### src/rtl/shift_sequencer.sv
// ---------------------------------------------------------------------------
// shift_sequencer
//
// Multi-cycle shift/rotate engine for the 8-bit ALU path. An operand, shift
// amount and operation are captured when START is accepted. The working copy
// of the operand then moves one bit position per clock. When the count runs
// out, RESULT is loaded and DONE pulses for one cycle. The control unit
// stalls while BUSY is high.
//
// Ports:
//   CLK        rising-edge system clock
//   RESET      asynchronous, active-high reset
//   START      request, accepted in IDLE or DONE state
//   DATA_IN    operand, captured with START
//   SHIFT_AMT  shift amount, captured with START
//   SHIFT_OP   00 sll, 01 srl, 10 sra, 11 ror, captured with START
//   BUSY       high while an accepted operation is in progress
//   DONE       one-cycle pulse marking RESULT valid
//   RESULT     shifted value, held until the next START is accepted
// ---------------------------------------------------------------------------
module shift_sequencer #(
    parameter int WIDTH     = 8,
    parameter int AMT_WIDTH = 8
) (
    input  logic                 CLK,
    input  logic                 RESET,
    input  logic                 START,
    input  logic [WIDTH-1:0]     DATA_IN,
    input  logic [AMT_WIDTH-1:0] SHIFT_AMT,
    input  logic [1:0]           SHIFT_OP,
    output logic                 BUSY,
    output logic                 DONE,
    output logic [WIDTH-1:0]     RESULT
);

    // The counter only ever needs to hold values 0..WIDTH.
    localparam int CW = $clog2(WIDTH + 1);

    localparam logic [1:0] OP_SLL = 2'b00;
    localparam logic [1:0] OP_SRL = 2'b01;
    localparam logic [1:0] OP_SRA = 2'b10;
    localparam logic [1:0] OP_ROR = 2'b11;

    typedef enum logic [1:0] {
        ST_IDLE  = 2'b00,
        ST_SHIFT = 2'b01,
        ST_DONE  = 2'b10
    } state_t;

    state_t           state;
    state_t           state_next;
    logic [CW-1:0]    count;
    logic [WIDTH-1:0] work;
    logic [1:0]       op;
    logic [WIDTH-1:0] work_step;
    logic [CW-1:0]    eff_count;
    logic [31:0]      amt_ext;
    logic [31:0]      amt_clamped;
    logic [31:0]      amt_mod;
    logic             accept;

    // START is accepted in IDLE and in DONE. This allows back-to-back work
    // without an extra idle cycle between operations.
    assign accept = START && ((state == ST_IDLE) || (state == ST_DONE));

    // Compute the effective step count at acceptance time. Plain shifts
    // saturate at WIDTH, because further steps could not change an all-fill
    // value. Rotates repeat every WIDTH steps, so the amount is reduced
    // modulo WIDTH.
    always_comb begin
        amt_ext     = 32'(SHIFT_AMT);
        amt_clamped = (amt_ext >= 32'(WIDTH)) ? 32'(WIDTH) : amt_ext;
        amt_mod     = amt_ext % 32'(WIDTH);
        eff_count   = (SHIFT_OP == OP_ROR) ? CW'(amt_mod) : CW'(amt_clamped);
    end

    // Perform one bit-position move of the working register. The sra fill
    // bit is taken from the current MSB, so the sign is carried at each step.
    always_comb begin
        work_step = work;
        case (op)
            OP_SLL:  work_step = {work[WIDTH-2:0], 1'b0};
            OP_SRL:  work_step = {1'b0, work[WIDTH-1:1]};
            OP_SRA:  work_step = {work[WIDTH-1], work[WIDTH-1:1]};
            OP_ROR:  work_step = {work[0], work[WIDTH-1:1]};
            default: work_step = work;
        endcase
    end

    // Hold the state register. Reset aborts any operation immediately.
    always_ff @(posedge CLK or posedge RESET) begin
        if (RESET) begin
            state <= ST_IDLE;
        end else begin
            state <= state_next;
        end
    end

    // Select the next state. A zero count still spends one cycle in SHIFT,
    // so BUSY covers the accepting cycle before DONE.
    always_comb begin
        state_next = state;
        case (state)
            ST_IDLE:  if (START) state_next = ST_SHIFT;
            ST_SHIFT: if (count == '0) state_next = ST_DONE;
            ST_DONE:  state_next = START ? ST_SHIFT : ST_IDLE;
            default:  state_next = ST_IDLE;
        endcase
    end

    // Datapath: capture operands on acceptance, then step once per clock
    // while the count is nonzero. RESULT is loaded only when leaving SHIFT,
    // so intermediate values never appear on it. The counter stops at zero
    // and never wraps.
    always_ff @(posedge CLK or posedge RESET) begin
        if (RESET) begin
            work   <= '0;
            op     <= '0;
            count  <= '0;
            RESULT <= '0;
        end else if (accept) begin
            work  <= DATA_IN;
            op    <= SHIFT_OP;
            count <= eff_count;
        end else if (state == ST_SHIFT) begin
            if (count == '0) begin
                RESULT <= work;
            end else begin
                work  <= work_step;
                count <= count - 1'b1;
            end
        end
    end

    // Status outputs decode directly from the state.
    assign BUSY = (state == ST_SHIFT);
    assign DONE = (state == ST_DONE);

endmodule

### config.mk
export PLATFORM = sky130hd
export DESIGN_NAME = shift_sequencer
export DESIGN_NICKNAME = d
export VERILOG_FILES = /design/src/rtl/shift_sequencer.sv
export SDC_FILE = /design/constraint.sdc
export NUM_CORES = 1
export LEC_CHECK = 0
export ABC_AREA = 1
export CAP_MARGIN = 30
export CELL_PAD_IN_SITES_DETAIL_PLACEMENT = 0
export CELL_PAD_IN_SITES_GLOBAL_PLACEMENT = 1
export CORE_UTILIZATION = 45
export CTS_CLUSTER_SIZE = 24
export DETAILED_ROUTE_END_ITERATION = 10
export DONT_BUFFER_PORTS = 1
export PLACE_DENSITY_LB_ADDON = 0.12
export SYNTH_ARGS = -nofsm -noshare
export SYNTH_HDL_FRONTEND = slang
export SYNTH_SLANG_ARGS = --single-unit
### constraint.sdc
create_clock -name CLK -period 2.1 [get_ports CLK]
set_input_delay 0.315 -clock CLK [delete_from_list [all_inputs] [get_ports CLK]]
set_output_delay 0.315 -clock CLK [all_outputs]
set_load 0.01 [all_outputs]
==> out/summary.md, run 1 <==
The critical path runs through a total of 9 cells. The proportion of synthesized flip-flops having asynchronous set or reset was 100%; the H-tree depth was 1. The number of nets in the synthesized netlist is 194.

After detailed routing, the average wire length per cell comes to 12.2 µm. The final period demand of the worst path is 1.48 ns. In this design, the largest share of critical-path delay is due to simple AND/OR/NAND/NOR gates.

The initial antenna violation count is 0. The pin count of the biggest net entering global routing is 25. The master cell of the clock root buffer was clkbuf_4.

Summing every instance area after synthesis gives 1340 µm². In this run the remaining antenna-violating nets after routing total 0. The flow ran to the end, and the final reports show no timing, DRC or antenna violations. The switching fraction of total power was 45.2%. The number of synthesized register bits is 24, and the yosys synthesis warning count is 0.

Setup repair after global routing left no endpoint under its margin. TritonCTS built the clock tree. The die covers 3190 µm². The main flop type after synthesis is dfrtp_1. For the pin with the worst max-slew slack, the measured transition is 0.452 ns. Of the post-synthesis cell area, the dominant cell type holds 44.9%. Startpoint type of the worst setup path: a flop. The portion of the clock cycle consumed by the worst path in the final layout is 70.5%.

The tools report the number of antenna diodes as 0. The tools report the final hold violation count as 0. The count of different cell masters after synthesis is 22. The critical path contains buffers and inverters numbering 2 combined. The internal power contribution is 0.00125 W. In the final layout, the share of cells above drive strength 1 is 12.6%. In this run the mean area of a mapped cell was 7.77 µm².

For the number of DRC markers after the initial detailed-route iteration, the log shows 30. The longest individual stage delay on the worst path is 0.41 ns. Headroom to the max-slew limit came out at 69.8%.

Among the stages of the critical path, the cell type that occurs most often is nand2_1. In the routed layout, each cell is associated on average with a via count of 5.23. The logs give 0.00915 ns for the final worst clock skew and 0.31 ns for the clock latency reported for the late side of the worst-skew pair. Clock-pin slew was measured on the worst setup and hold paths at 0.14 ns. The number of placement rows is 19, and the area growth from synthesis to final layout is 5.24%. The share of the Yosys chip area taken by registers is 44.9%. For this design the static power due to leakage is 0.728 nW. The commonest cells after synthesis are nand2_1, dfrtp_1, inv_1. The cell count after synthesis came out at 172.

Most repeated cell in the gate-level netlist after synthesis: nand2_1. The number of enable-type register cells in the synthesized netlist was 0; the starting density of the core was 48.0%. For this block, the routed nets add up to 2.51 mm of wire. The number of maximum-capacitance violations was 0; the count of pins on the block boundary was 31. Timing would allow up to 0.675 GHz. The worst register-to-register path has a depth of 9. STA classifies the critical path endpoint as a flop. Counting every sink on the clock net gives 24. The worst hold path passes through 2 cells. The die is 56.5 µm wide.

The congestion estimate from routability-driven global placement came to 0.755. The deepest clock path buffer count was 2. The biggest area contributor in the post-synthesis netlist is dfrtp_1. Arrival time reported for the critical path endpoint: 1.70 ns. Ranked by total cell area, the synthesized netlist is headed by dfrtp_1, nand2_1, nand3_1, inv_1, o21ai_2.

Combinational logic is responsible for 46.9% of the overall power. The first-pass detailed-route iteration total was 4; the via count of the first global-routing pass was 1036. Input and output buffers added on the ports amount to 0. Walking the worst path, the cells encountered are inv_1 > ha_1 > nand2_2 > nand2_2 > nand2_4 > nand2_1 > inv_1 > nand2_1 > nand2_1.

Of all nets on the critical path, the largest fanout is 18. VDD sags by at most 0.815 mV. The tools report the number of buffers inserted during clock tree synthesis as 3. The share of total power dissipated in sequential elements is 38.4%. The required time at the endpoint of the critical path is 2.32 ns, and the net switching power of the design is 0.00103 W.

The HPWL after detailed placement is 1.89 mm. After the last flow step, the layout net total stands at 197. The max-slew violation count is 0, and the aggregate negative setup slack is 0 ns. For this design the ratio of total power to cell area is 1620 nW/µm². Summed over all layers, the global routing overflow is 0. Type of the tightest min-delay check: in2reg.

The routed layout has 1072 vias. The core region is 2780 µm². The tools report the number of remaining DRC errors as 0. Final hold analysis gives a worst-case slack of 0.117 ns. Of the total power, the clock network draws 14.7%.

Setup violations remaining at the end of the flow were counted as 0. For this design, the slowest cell found on the critical path is dfrtp_1. The critical path is of the reg2reg type. The overall routing resource usage was 18.4%; the first-pass GRT wire length was 4.57 mm. From bottom edge to top edge, the die measures 56.5 µm.
kinds of logic after synthesis:
group                    Yosys count  synth area share [%]
AO/OA/AOI/OAI                     20                  9.46
adder cells (fa/ha/maj)            1                 0.936
flip-flops                        24                  44.9
AND/OR/NAND/NOR                  101                  35.2
buffers and inverters             26                  9.46
layout make-up:
class,count,area (µm²)
tap,31,38.8
fill,292,1380
multi-input combinational,122,609
clock inverter,1,30.0
sequential,24,601
timing repair buffer,2,17.5
inverter,22,87.6
clock buffer,3,22.5
state kept, by name, summed over array words and instances, names as in the netlist:
name / flops
RESULT: 8
count: 4
op: 2
state: 2
work: 8
power groups by stage:
stage	Sequential (W)	Clock (W)	Combinational, W
CTS	0.000877	0.000348	0.00109
floorplan	0.000851	0	0.000969
finish	0.000878	0.000335	0.00107
global route	0.000910	0.000358	0.00126
detailed placement	0.000888	0	0.00108
global placement	0.000887	0	0.00105
final timing paths:
kind | startpoint | to | slack (ns)
setup / recovery | count[0] | work[7] | 0.62
max in group asynchronous | RESET | op[1] | 1.26
min in group asynchronous | RESET | RESULT[4] | 0.33
hold / removal | SHIFT_OP[0] | op[0] | 0.12
setup reg to reg | count[0] | work[7] | 0.62
hold reg to reg | work[7] | RESULT[7] | 0.54
layer usage:
layer / track usage (%) / wire length, µm / vias to the layer above
li1: - / - / 542
met1: 25.4 / 1280 / 494
met2: 29.4 / 1090 / 34
met3: 2.30 / 119 / 2
met4: 6.62 / 16 / 0
met5: 0 / 0 / -
per-stage QoR:
stage | total power [W] | std cells | cell area [µm²] | utilization (%) | setup WS (ns)
3_3_place_gp | 0.00194 | 200 | 1340 | 48.3 | 0.694
4_1_cts | 0.00231 | 205 | 1410 | 50.6 | 0.620
5_1_grt | 0.00252 | 205 | 1410 | 50.6 | 0.491
3_5_place_dp | 0.00197 | 200 | 1340 | 48.3 | 0.636
6_report | 0.00229 | 205 | 1410 | 50.6 | 0.619
2_1_floorplan | 0.00182 | 172 | 1340 | - | 0.796
worst reg2reg max path: cells and delay by family, from the launching register on:
family	cells	cell delay, ns
AND/OR/NAND/NOR	6	0.55
flip-flops	1	0.41
adder cells (fa/ha/maj)	1	0.29
buffers and inverters	2	0.14
what timing repair did:
item | CTS | global route
hold buffers | 1 | 0
hold endpoints to repair | 5 | 0
setup buffers | 0 | 0
gates resized for setup | 0 | 0
cell usage in the layout (no fill, tap or decap):
| master | instances |
|---|---|
| or2_2 | 1 |
| nand4_1 | 1 |
| bufinv_16 | 1 |
| nand2_2 | 4 |
| dlygate4sd3_1 | 1 |
| o21ai_0 | 2 |
| clkbuf_4 | 3 |
| nand3_1 | 20 |
| nor2_1 | 12 |
| inv_1 | 21 |
| nand2_4 | 2 |
| o21ai_2 | 7 |
| nand3_4 | 1 |
| buf_4 | 1 |
| nand2_1 | 53 |
| or2_0 | 6 |
| clkinv_4 | 1 |
| ha_1 | 1 |
| o21ai_1 | 7 |
| dfrtp_1 | 24 |
| nor2_4 | 1 |
| a21oi_1 | 4 |
No activity file was read; power rests on OpenSTA's default activity.
==> run 2: changes to the inputs <==
- CORE_UTILIZATION: 45 -> 40
- clock period: 2.1 -> 1.29 ns (I/O delays scaled with it)
==> run 2 against run 1 <==
Utilization is 1.7 points higher. Die area is 12% higher. Via count is 5.1% higher. Largest power group unchanged.
==> out/summary.md, run 2 (synthesis results as in run 1) <==
For the starting density of the core, the log shows 43.1% (-5.0 points). The maximum resistive drop on vdd is 0.965 mV (+18%). The final worst clock skew was 0.00279 ns (-0.00636 ns).

The routed wirelength normalized by instance count is 12.9 µm (+5.6%), and the number of buffers inserted during clock tree synthesis is 3 (unchanged). The library cell used most frequently in the layout, excluding fill and tap cells, is nand2_1. The worst setup path is of the reg2reg kind. The tools report the max-slew violation count as 0 (unchanged). For the headroom to the max-slew limit, the log shows 78.0% (+8.2 points).

The number of DRC markers after the initial detailed-route iteration was 69 (+130%). The required time at the endpoint of the critical path came out at 1.55 ns (-0.77 ns). The number of antenna diodes came out at 0 (unchanged).

The via count of the first global-routing pass was 1142 (+10%). The type of the tightest min-delay check was in2reg. In the layout the commonest cells are nand2_1, dfrtp_1, nand3_1, inv_1. The tree is rooted in a clkbuf_4.

The logs give 20 (+1) for the number of placement rows and 0 (unchanged) for the final hold violation count. The tools report the overall routing resource usage as 18.7% (+0.31 points). For the half-perimeter wire length of the detailed placement result, the log shows 1.95 mm (+3.5%). Top achievable clock speed: 0.821 GHz (+22%).

The core footprint is 3100 µm² (+12%). The tools report the worst setup slack for register-to-register paths as 0.07 ns (-0.55 ns). Final period demand of the worst path: 1.22 ns (-0.263 ns). The aggregate negative setup slack is 0 ns (unchanged), and the final RePlAce weighted congestion is 0.746 (-1.2%). The endpoint kind of the worst setup timing path is a flop. The initial antenna violation count is 0 (unchanged), and the overall routed net length is 3.03 mm (+21%). The area growth from synthesis to final layout works out to 21.3%. The run gives 4 (unchanged) as the first-pass detailed-route iteration total. The tools report the final hold slack as 0.0174 ns (-0.0996 ns). The startpoint type of the worst setup path was a flop.

The critical-path maximum fanout works out to 9 (-9). Post-route antenna net violation count: 0 (unchanged). The startpoint of the worst register-to-register path is count[1]. The full die area is 3580 µm² (+12%).

The count of input and output buffers is 0 (unchanged), and the number of remaining DRC errors is 0 (unchanged). The flow ran to the end, and the final reports show no timing, DRC or antenna violations. The logs give 1 (unchanged) for the H-tree depth and 31 (unchanged) for the count of pins on the block boundary.

The aggregate global routing overflow was 0 (unchanged). Setup repair after global routing could not meet its margin everywhere. Tracing the worst setup path back leads to its startpoint at count[1]. The arrival time reported for the critical path endpoint came out at 1.48 ns (-0.22 ns). Final layout net count: 213 (+8.1%).

The largest registers in the layout are RESULT x8, work x8, count x4. The final count of negative-setup-slack endpoints came out at 0 (unchanged). The clock latency reported for the late side of the worst-skew pair was 0.32 ns (about the same); the detail-routed via count per cell was 4.82 (-7.9%). For the number of sinks driven by the clock tree, the log shows 24 (unchanged). The clock-pin slew of the registers on the worst-case setup and hold paths is 0.14 ns (about the same). The fill cell total of the finished layout was 326 (+12%).

The layout cell share with drive strength beyond 1 came out at 23.7% (+11 points). TritonCTS built the clock tree. The overall via count from detail_route came out at 1127 (+5.1%). The areal power density over the cells is 2720 nW/µm² (+67%). The vertical extent of the die was 59.8 µm (+5.9%); the setup slack at placement was -0.0505 ns (-0.687 ns). The total power draw is 0.00440 W (+93%), and the width of the die is 59.8 µm (+5.9%).

The worst register-to-register path ends at work[3]. Destination of the critical timing path: work[3]. For the static leakage power, the log shows 0.806 nW (+11%). The logs give 5.02 mm (+9.7%) for the first-pass GRT wire length and 26 (+4.0%) for the pin count of the biggest net entering global routing. The worst setup margin was 0.0718 ns (-0.547 ns).

The depth of the worst register-to-register path is 7 (-2), and the portion of the clock cycle consumed by the worst path in the final layout is 94.4% (+24 points). The deepest clock path buffer count was 2 (unchanged). The transition time at the pin with the least slew margin came out at 0.331 ns (-0.121 ns). The run gives 0 (unchanged) as the number of maximum-capacitance violations.
run 2: layout make-up:
cell class              count  area [µm²]  share of cell area [%]
repair buffers             16         131                    8.11
multi-input cells         124         689                    42.5
flip-flops and latches     24         602                    37.1
well taps                  44        55.1                    3.40
inverters                  22        90.1                    5.56
clock inverters             1        30.0                    1.85
clock buffers               3        22.5                    1.39
run 2: how the worst min path moves through the flow:
stage                     cells after the start  slack [ns]         to    startpoint
final                                         2        0.02   count[1]  SHIFT_AMT[1]
after global routing                          2        0.03   count[1]  SHIFT_AMT[1]
after CTS                                     2       0.009   count[1]  SHIFT_AMT[1]
after detailed placement                      2        0.16   count[2]         RESET
after global placement                        2        0.16   state[1]         RESET
after floorplan                               1        0.21  RESULT[0]         RESET
run 2: per-layer routing:
metal / wire length [µm] / vias to the layer above / share of wire (%) / GRT usage (%)
li1: - / 579 / - / -
met1: 1560 / 522 / 52 / 25.9
met2: 1360 / 24 / 45 / 28.4
met3: 83 / 2 / 2.7 / 3.03
met4: 19 / 0 / 0.63 / 8.31
met5: 0 / - / 0 / 0
run 2: where the power goes:
part / internal [W] / switching [W]
sequential: 0.00111 / 0.000344
clock: 0.000314 / 0.000243
combinational: 0.00100 / 0.00138
run 2: timing repair:
action                                  4_1_cts  5_1_grt
cloned                                        1        1
gates resized for setup                       6       10
hold buffers                                  3        0
pin swaps                                     0        4
endpoints found under the setup margin        4       20
buffers inserted                              4        2
endpoints found under the hold margin        26        0
run 2: stage by stage:
stage | util, % | cells | instance area [µm²]
3_5_place_dp | 45.4 | 219 | 1410
4_1_cts | 50.2 | 231 | 1560
6_report | 52.2 | 234 | 1620
2_1_floorplan | - | 172 | 1340
3_3_place_gp | 45.4 | 219 | 1410
5_1_grt | 52.2 | 234 | 1620
run 2: worst max-delay path: stages, from the launching register on:
cell and delay, ns:
dfrtp_1 0.41, inv_2 0.08, ha_4 0.16, nand2_2 0.08, nand2_4 0.10, nand2_8 0.09, buf_4 0.14, o21ai_2 0.09
==> run 3: changes to the inputs <==
- CORE_ASPECT_RATIO: unset -> 0.6
==> run 3 against run 2 <==
Clock-buffer cell count is the same. Non-clock buffer count shrank 2. Critical path depth grew 1. Design area shrank 2.0%. Hold slack gained 0.036 ns.
==> out/summary.md, run 3 (synthesis results as in run 1) <==
The detail-routed via count per cell came out at 5.09 (+5.6%). The run gives 0.06 ns (about the same) as the worst setup slack for register-to-register paths. The width of the die came out at 76.6 µm (+28%).

In the layout the commonest cells are nand2_1, dfrtp_1, nand3_1, inv_1. The worst hold path begins at SHIFT_OP[1]. The logs give 0.790 nW (-1.9%) for the static leakage power and 0 (unchanged) for the number of maximum-capacitance violations. Areal power density over the cells: 2700 nW/µm² (-0.72%). TritonCTS built the clock tree. The run gives 19.4% (+0.73 points) as the overall routing resource usage.

Number of antenna diodes: 0 (unchanged). The setup slack at placement was -0.0521 ns (-0.00156 ns); the longest individual stage delay on the worst path was 0.45 ns (+0.04 ns). Top achievable clock speed: 0.814 GHz (-0.83%). The destination of the worst register-to-register timing path was work[7]. The count of pins on the block boundary was 31 (unchanged); the deepest clock path buffer count was 2 (unchanged).

The clock-pin slew of the registers on the worst-case setup and hold paths is 0.09 ns (-0.05 ns). Traced cell by cell, the critical path runs through nand2_2 > clkinv_4 > nand2_4 > nand2_8 > nand2_2 > inv_1 > nand2_1 > nand2_1. The logs give 212 (-0.47%) for the final layout net count and 1.45 ns (-0.10 ns) for the required time at the endpoint of the critical path. The area growth from synthesis to layout is 18.8%.

Vertical extent of the die: 46.8 µm (-22%). The transition time at the pin with the least slew margin works out to 0.251 ns (-0.0795 ns). The tree is rooted in a clkbuf_8. Number of buffers inserted during clock tree synthesis: 3 (unchanged).

The startpoint type of the worst setup path was a flop. Count of placed standard cells in the final layout, fillers left out: 230 (-1.7%). The worst setup path is of the reg2reg kind. The critical-path maximum fanout works out to 9 (unchanged). The max-slew violation count was 0 (unchanged); the core footprint was 3020 µm² (-2.6%).

The run gives 0 (unchanged) as the final count of negative-setup-slack endpoints. The initial antenna violation count was 0 (unchanged); the aggregate global routing overflow was 0 (unchanged). The cell count after placement is 219 (unchanged). The count of input and output buffers is 0 (unchanged). The clock latency reported for the late side of the worst-skew pair is 0.27 ns (-0.05 ns), and the number of placement rows is 15 (-25%). Leaving out fill and tap cells, the most frequent cell in the layout is nand2_1. The final period demand of the worst path came out at 1.23 ns (+0.0102 ns).

The number of DRC markers after the initial detailed-route iteration was 84 (+22%). The final worst clock skew was 0.00284 ns (+0.0000508 ns); the layout cell share with drive strength beyond 1 was 22.9% (-0.81 points). The worst setup path is captured at a flop.

The final hold violation count is 0 (unchanged), and the final hold slack is 0.0535 ns (+0.0361 ns). Portion of the clock cycle consumed by the worst path in the final layout: 95.2% (+0.79 points). The logs give 1070 (-6.3%) for the via count of the first global-routing pass and 2.28 mm (+17%) for the half-perimeter wire length of the detailed placement result.

The arrival time reported for the critical path endpoint is 1.39 ns (-0.09 ns), and the depth of the worst register-to-register path is 8 (+1). The H-tree depth was 1 (unchanged); the post-route antenna net violation count was 0 (unchanged). The overall via count from detail_route was 1170 (+3.8%); the worst setup margin was 0.0616 ns (-0.0102 ns).

The pin count of the biggest net entering global routing was 22 (-15%). The starting density of the core came out at 44.2% (+1.2 points). For this design, the slowest cell found on the critical path is dfrtp_1. The worst hold path belongs to the class in2reg. The startpoint identified for the worst register-to-register timing path is state[0]. Number of remaining DRC errors: 0 (unchanged).

For the first-pass GRT wire length, the log shows 5.11 mm (+1.8%). The worst min-delay path endpoint was op[1]. The logs give 3580 µm² (+0.20%) for the full die area and 0.857 mV (-11%) for the maximum resistive drop on vdd. The flow ran to the end, and the final reports show no timing, DRC or antenna violations. The number of sinks driven by the clock tree is 24 (unchanged), and the headroom to the max-slew limit is 83.2% (+5.3 points).

The logs give 4 (unchanged) for the first-pass detailed-route iteration total and 3.34 mm (+10%) for the overall routed net length. The final RePlAce weighted congestion is 0.842 (+13%). The routed wirelength normalized by instance count is 14.5 µm (+12%). The largest registers in the layout are RESULT x8, work x8, count x4. The number of stages on the worst hold path was 2 (unchanged).
[run 3: layer usage]
metal,routed length (µm),track usage (%),vias to the layer above
met1,1650,26.2,538
met4,36,6.92,0
met5,0,0,-
met3,286,5.63,4
met2,1360,30.8,46
li1,-,-,582
[run 3: power by group]
part | internal [W] | switching, W
combinational | 0.000941 | 0.00142
sequential | 0.00111 | 0.000355
clock | 0.000209 | 0.000243
total | 0.00226 | 0.00202
[run 3: per-stage QoR]
stage	instance area (µm²)	utilization (%)	power (W)	TNS (ns)
global placement	1420	47.0	0.00335	0
finish	1590	52.5	0.00428	0
floorplan	1340	-	0.00297	0
CTS	1530	50.6	0.00409	0
global route	1590	52.5	0.00467	-0.0185
detailed placement	1420	47.0	0.00342	-0.0966
[run 3: worst max-delay path: cells and delay by family (launching register included)]
| kind | cells | cell delay (ns) |
|---|---|---|
| buffers and inverters | 2 | 0.15 |
| flip-flops | 1 | 0.45 |
| AND/OR/NAND/NOR | 6 | 0.53 |
[run 3: worst max path at each step]
stage	depth (start not counted)	start	to
2_1_floorplan	8	count[0]	work[0]
3_3_place_gp	8	count[0]	count[1]
3_5_place_dp	9	count[0]	work[7]
4_1_cts	8	count[0]	count[2]
5_1_grt	9	count[0]	work[7]
6_report	8	state[0]	work[7]
[run 3: what timing repair did]
item | in CTS | in global routing
pin swaps | 2 | 4
gates cloned | 1 | 2
gates resized for setup | 7 | 6
setup endpoints to repair | 6 | 14
hold buffers | 1 | 0
buffers inserted | 1 | 3
hold endpoints to repair | 24 | 0
[run 3: layout make-up]
cell class | instances | area [µm²]
clock buffer | 3 | 41.3
timing repair buffer | 14 | 111
fill | 316 | 1430
inverter | 22 | 90.1
sequential | 24 | 601
multi-input combinational | 125 | 692
tap | 42 | 52.6
==> variant 1 (flow settings as in run 1) <==
The parameter `AMT_WIDTH` goes from 8 to 12.
--- a/src/rtl/shift_sequencer.sv
+++ b/src/rtl/shift_sequencer.sv
@@ -21,5 +21,5 @@
 module shift_sequencer #(
     parameter int WIDTH     = 8,
-    parameter int AMT_WIDTH = 8
+    parameter int AMT_WIDTH = 12
 ) (
     input  logic                 CLK,
Ports: changed (resized SHIFT_AMT); port bits go from 31 to 35. The function was not compared with the original's and may differ.
==> variant 1 against run 1 <==
The flow now finishes with violations (design-rule violations); routed wire length fell by 0.92%; synthesized area increased by 1.0%; critical endpoint is now count[1]; highest routed layer unchanged; die area is 0.99% higher; clock power grew 2%; synthesized cell count decreased by 4.7%; design area increased by 0.27%; worst setup slack better by 0.0061 ns; power rose by 1.7%; sequential cell count unchanged.
==> variant 1: results (changes against run 1) <==
Crit path arrival time -> 1.73 ns (+0.03 ns)
VDD IR max -> 649 uV (-20%)
Fillers -> 284 (-2.7%)
Distinct cells, synth -> 28 (+27%)
met3 wire len -> 157 um (+32%)
placed cell area -> 0.00135 sq mm (+0.28%)
failing checks -> design-rule violations
Rel. slew slack -> 70.6% (+0.83 points)
Syn Inst Count -> 164 (-4.7%)
Pleak -> 0.694 nW (-4.5%)
residual DRC count -> 6 (+6)
Yosys top cell area share -> 44.5% (-0.46 points)
Post-Syn Nets -> 190 (-2.1%)
outcome -> finished, violations left
layout cell share with drive strength beyond 1 -> 17.0% (+4.3 points)
wire per inst -> 12.7 um (+3.6%)
DRT iter0 DRCs -> 35 (+17%)
Placer Congestion -> 0.779 (+3.1%)
top cells by count, synth -> nand2_1 (47), dfrtp_1 (24), nor2_1 (19)
vias per cell -> 5.23 (about the same)
Synth area leaders -> dfrtp_1 (44%), nand2_1 (13%), nor2_1 (5.3%), inv_1 (5.0%), a31oi_2 (4.6%)
GRT Util Overall -> 17.6% (-0.79 points)
worst slack at placement -> 0.641 ns (+0.00447 ns)
wl on met1 -> 1230 um (-4.1%)
Final Skew -> 0.00548 ns (-0.00366 ns)
DP HPWL -> 1860 um (-1.6%)
final WL -> 2490 um (-0.92%)
met2 wire len -> 1090 um (-0.82%)
iteration count of the initial detailed-routing pass -> 7 (+3)
-- variant 1: cell types whose count changed in the layout (fill, tap and decap cells not counted), sizes merged, moves of 3 or more --
cell	before	now
nand3	21	6
or2	7	0
a31oi	0	6
nand2	59	50
nor2	13	23
o211ai	0	3
-- variant 1: timing repair --
action / 4_1_cts / 5_1_grt
setup endpoints to repair: 0 / 0
hold buffers: 1 / 0
endpoints found under the hold margin: 24 / 0
-- variant 1: path summary, 6_finish.rpt --
path | start | endpoint | slack, ns | cells after the start
worst max-delay path | count[0] | count[1] | 0.63 | 8
worst min-delay path | SHIFT_OP[0] | op[0] | 0.09 | 2
worst max register to register | count[0] | count[1] | 0.63 | 8
worst min register to register | count[1] | count[1] | 0.55 | 2
max in group asynchronous | RESET | op[1] | 1.41 | 3
min in group asynchronous | RESET | RESULT[0] | 0.46 | 3
-- variant 1: layer usage --
metal / track usage [%] / vias to the layer above
met3: 3.92 / 2
met5: 0 / -
met2: 28.6 / 34
met4: 6.27 / 0
met1: 23.0 / 467
li1: - / 522
-- variant 1: logic make-up (layout without fill, tap and decap cells) --
logic type,Yosys count,in the layout,synth area share (%)
compound gates,29,29,15.8
xor+xnor,1,1,0.649
fa+ha+maj,1,1,0.927
buf+inv,27,28,9.73
flops,24,24,44.5
mux,1,1,0.741
simple gates,81,81,27.7
-- variant 1: cell type report --
type | instances | area, sq um | area share (%)
clock buffer | 3 | 22.5 | 1.60
clock inverter | 1 | 30.0 | 2.13
inverter | 22 | 82.6 | 5.86
multi-input combinational | 113 | 618 | 43.8
sequential | 24 | 601 | 42.6
tap | 31 | 38.8 | 2.75
timing repair buffer | 2 | 17.5 | 1.24
-- variant 1: worst max-delay path, stage by stage, from the launching register on --
cell     delay, ns
dfrtp_1       0.41
inv_1         0.10
ha_1          0.24
nand3_2       0.12
nand2_4       0.11
nand2_8       0.11
inv_1         0.13
nor2_1        0.06
a21oi_2       0.12
-- variant 1: report_power, final --
part | internal (mW) | switching (mW)
registers | 0.688 | 0.203
clock network | 0.193 | 0.150
logic | 0.402 | 0.688
total | 1.28 | 1.04
==> variant 2 (settings of run 1) <==
Made on the original files. Put a register stage on the outputs `BUSY` and `DONE`, without a reset. The values now appear one clock later. The other outputs are not delayed to match. Comments in the files are not updated.
--- a/src/rtl/shift_sequencer.sv
+++ b/src/rtl/shift_sequencer.sv
@@ -134,6 +134,8 @@
 
     // Status outputs decode directly from the state.
-    assign BUSY = (state == ST_SHIFT);
-    assign DONE = (state == ST_DONE);
+    always_ff @(posedge CLK) begin
+        BUSY <= (state == ST_SHIFT);
+        DONE <= (state == ST_DONE);
+    end
 
 endmodule
Check against the original RTL: not equivalent (a bounded check fails within 4 cycles, from zero or initial values and one cycle with RESET high).
==> variant 2 against run 1 <==
The flow now finishes with violations (design-rule violations); count of clock-buffer cells in the layout did not move; sequential power rose by 5.0%; design area rose by 3.4%; fmax rose by 5.8%; power rose by 1.5%; worst setup slack improved by 0.081 ns; first-iteration DRC count rose by 13%; critical path type unchanged; critical path depth fell by 2; routed wire length rose by 2.9%; synthesized area rose by 4.0%; sequential cell count rose by 2.
==> variant 2: results (changes against run 1) <==
Synth area leaders -> dfrtp_1 (43%), nand2_1 (13%), nand3_1 (7.2%), inv_1 (5.9%), nor2_1 (4.9%)
DRT iter0 DRCs -> 34 (+13%)
outcome -> finished, violations left
async set-reset flop share out of synthesis -> 92.3% (-7.7 points)
DP HPWL -> 1870 um (-1.1%)
worst skew pair latency -> 0.33 ns (+0.02 ns)
Reg2Reg Setup Slack -> 0.70 ns (+0.08 ns)
Worst-Margin Slew -> 0.560 ns (+0.108 ns)
residual DRC count -> 1 (+1)
worst r2r path cells -> 7 (-2)
R2R Path End -> count[0]
Crit path arrival time -> 1.62 ns (-0.08 ns)
part of the Yosys area used for sequential elements -> 46.1% (+1.1 points)
wire per inst -> 12.4 um (+0.90%)
Placer Congestion -> 0.718 (-4.8%)
Nets -> 201 (+2.0%)
crit path capture type -> register
top cells by count, synth -> nand2_1 (47), dfrtp_1 (24), inv_1 (22)
Pleak -> 0.743 nW (+2.2%)
Min Hold Slack -> 0.104 ns (-0.0126 ns)
Worst Hold Launch -> SHIFT_OP[1]
first-pass GRT wire length -> 4660 um (+2.0%)
vias per cell -> 5.14 (-1.7%)
Distinct cells, synth -> 21 (-4.5%)
Final Skew -> 0.0143 ns (+0.00511 ns)
sw frac -> 44.5% (-0.65 points)
failing checks -> design-rule violations
GRT Util Overall -> 18.4% (about the same)
biggest regs -> RESULT: 8 flops, work: 8 flops, count: 4 flops
postcts setup bufs -> 0 (unchanged)
WHS Endpoint -> op[1]
layout cell share with drive strength beyond 1 -> 12.9% (+0.28 points)
vias in the first global route -> 1,076 (+3.9%)
[variant 2: metrics by stage]
| stage | cells | setup WS [ns] | area (sq um) | power [mW] | util [%] |
|---|---|---|---|---|---|
| 2_1_floorplan | 176 | 0.802 | 1390 | 1.85 | - |
| 3_3_place_gp | 204 | 0.732 | 1390 | 1.97 | 48.8 |
| 3_5_place_dp | 204 | 0.702 | 1390 | 1.99 | 48.8 |
| 4_1_cts | 209 | 0.686 | 1450 | 2.35 | 51.0 |
| 5_1_grt | 209 | 0.558 | 1450 | 2.58 | 51.0 |
| 6_report | 209 | 0.700 | 1450 | 2.32 | 51.0 |
[variant 2: power groups by stage]
stage | logic [mW] | clock network [mW] | registers, mW
floorplan | 0.955 | 0 | 0.895
global placement | 1.04 | 0 | 0.930
detailed placement | 1.06 | 0 | 0.934
CTS | 1.07 | 0.360 | 0.922
global route | 1.24 | 0.381 | 0.955
finish | 1.05 | 0.347 | 0.922
[variant 2: what timing repair did]
action / 4_1_cts / 5_1_grt
endpoints found under the hold margin: 14 / 0
setup endpoints to repair: 0 / 0
hold buffers: 1 / 0
[variant 2: logic make-up after synthesis]
family	synth area share, %
fa+ha+maj	0.900
flops	46.1
simple gates	33.4
compound gates	9.81
buf+inv	9.81
[variant 2: cell type report]
class	instances	area, sq um
Inverter	23	91.3
Fill cell	280	1400
Sequential cell	26	641
Tap cell	31	38.8
Clock inverter	1	30.0
Multi-Input combinational cell	123	613
Timing Repair Buffer	2	17.5
Clock buffer	3	22.5
[variant 2: layer usage]
layer / routed length [um] / global-route usage [%]
met5: 0 / 0
met3: 150 / 4.08
met4: 29 / 7.32
met2: 1140 / 29.6
met1: 1260 / 24.0
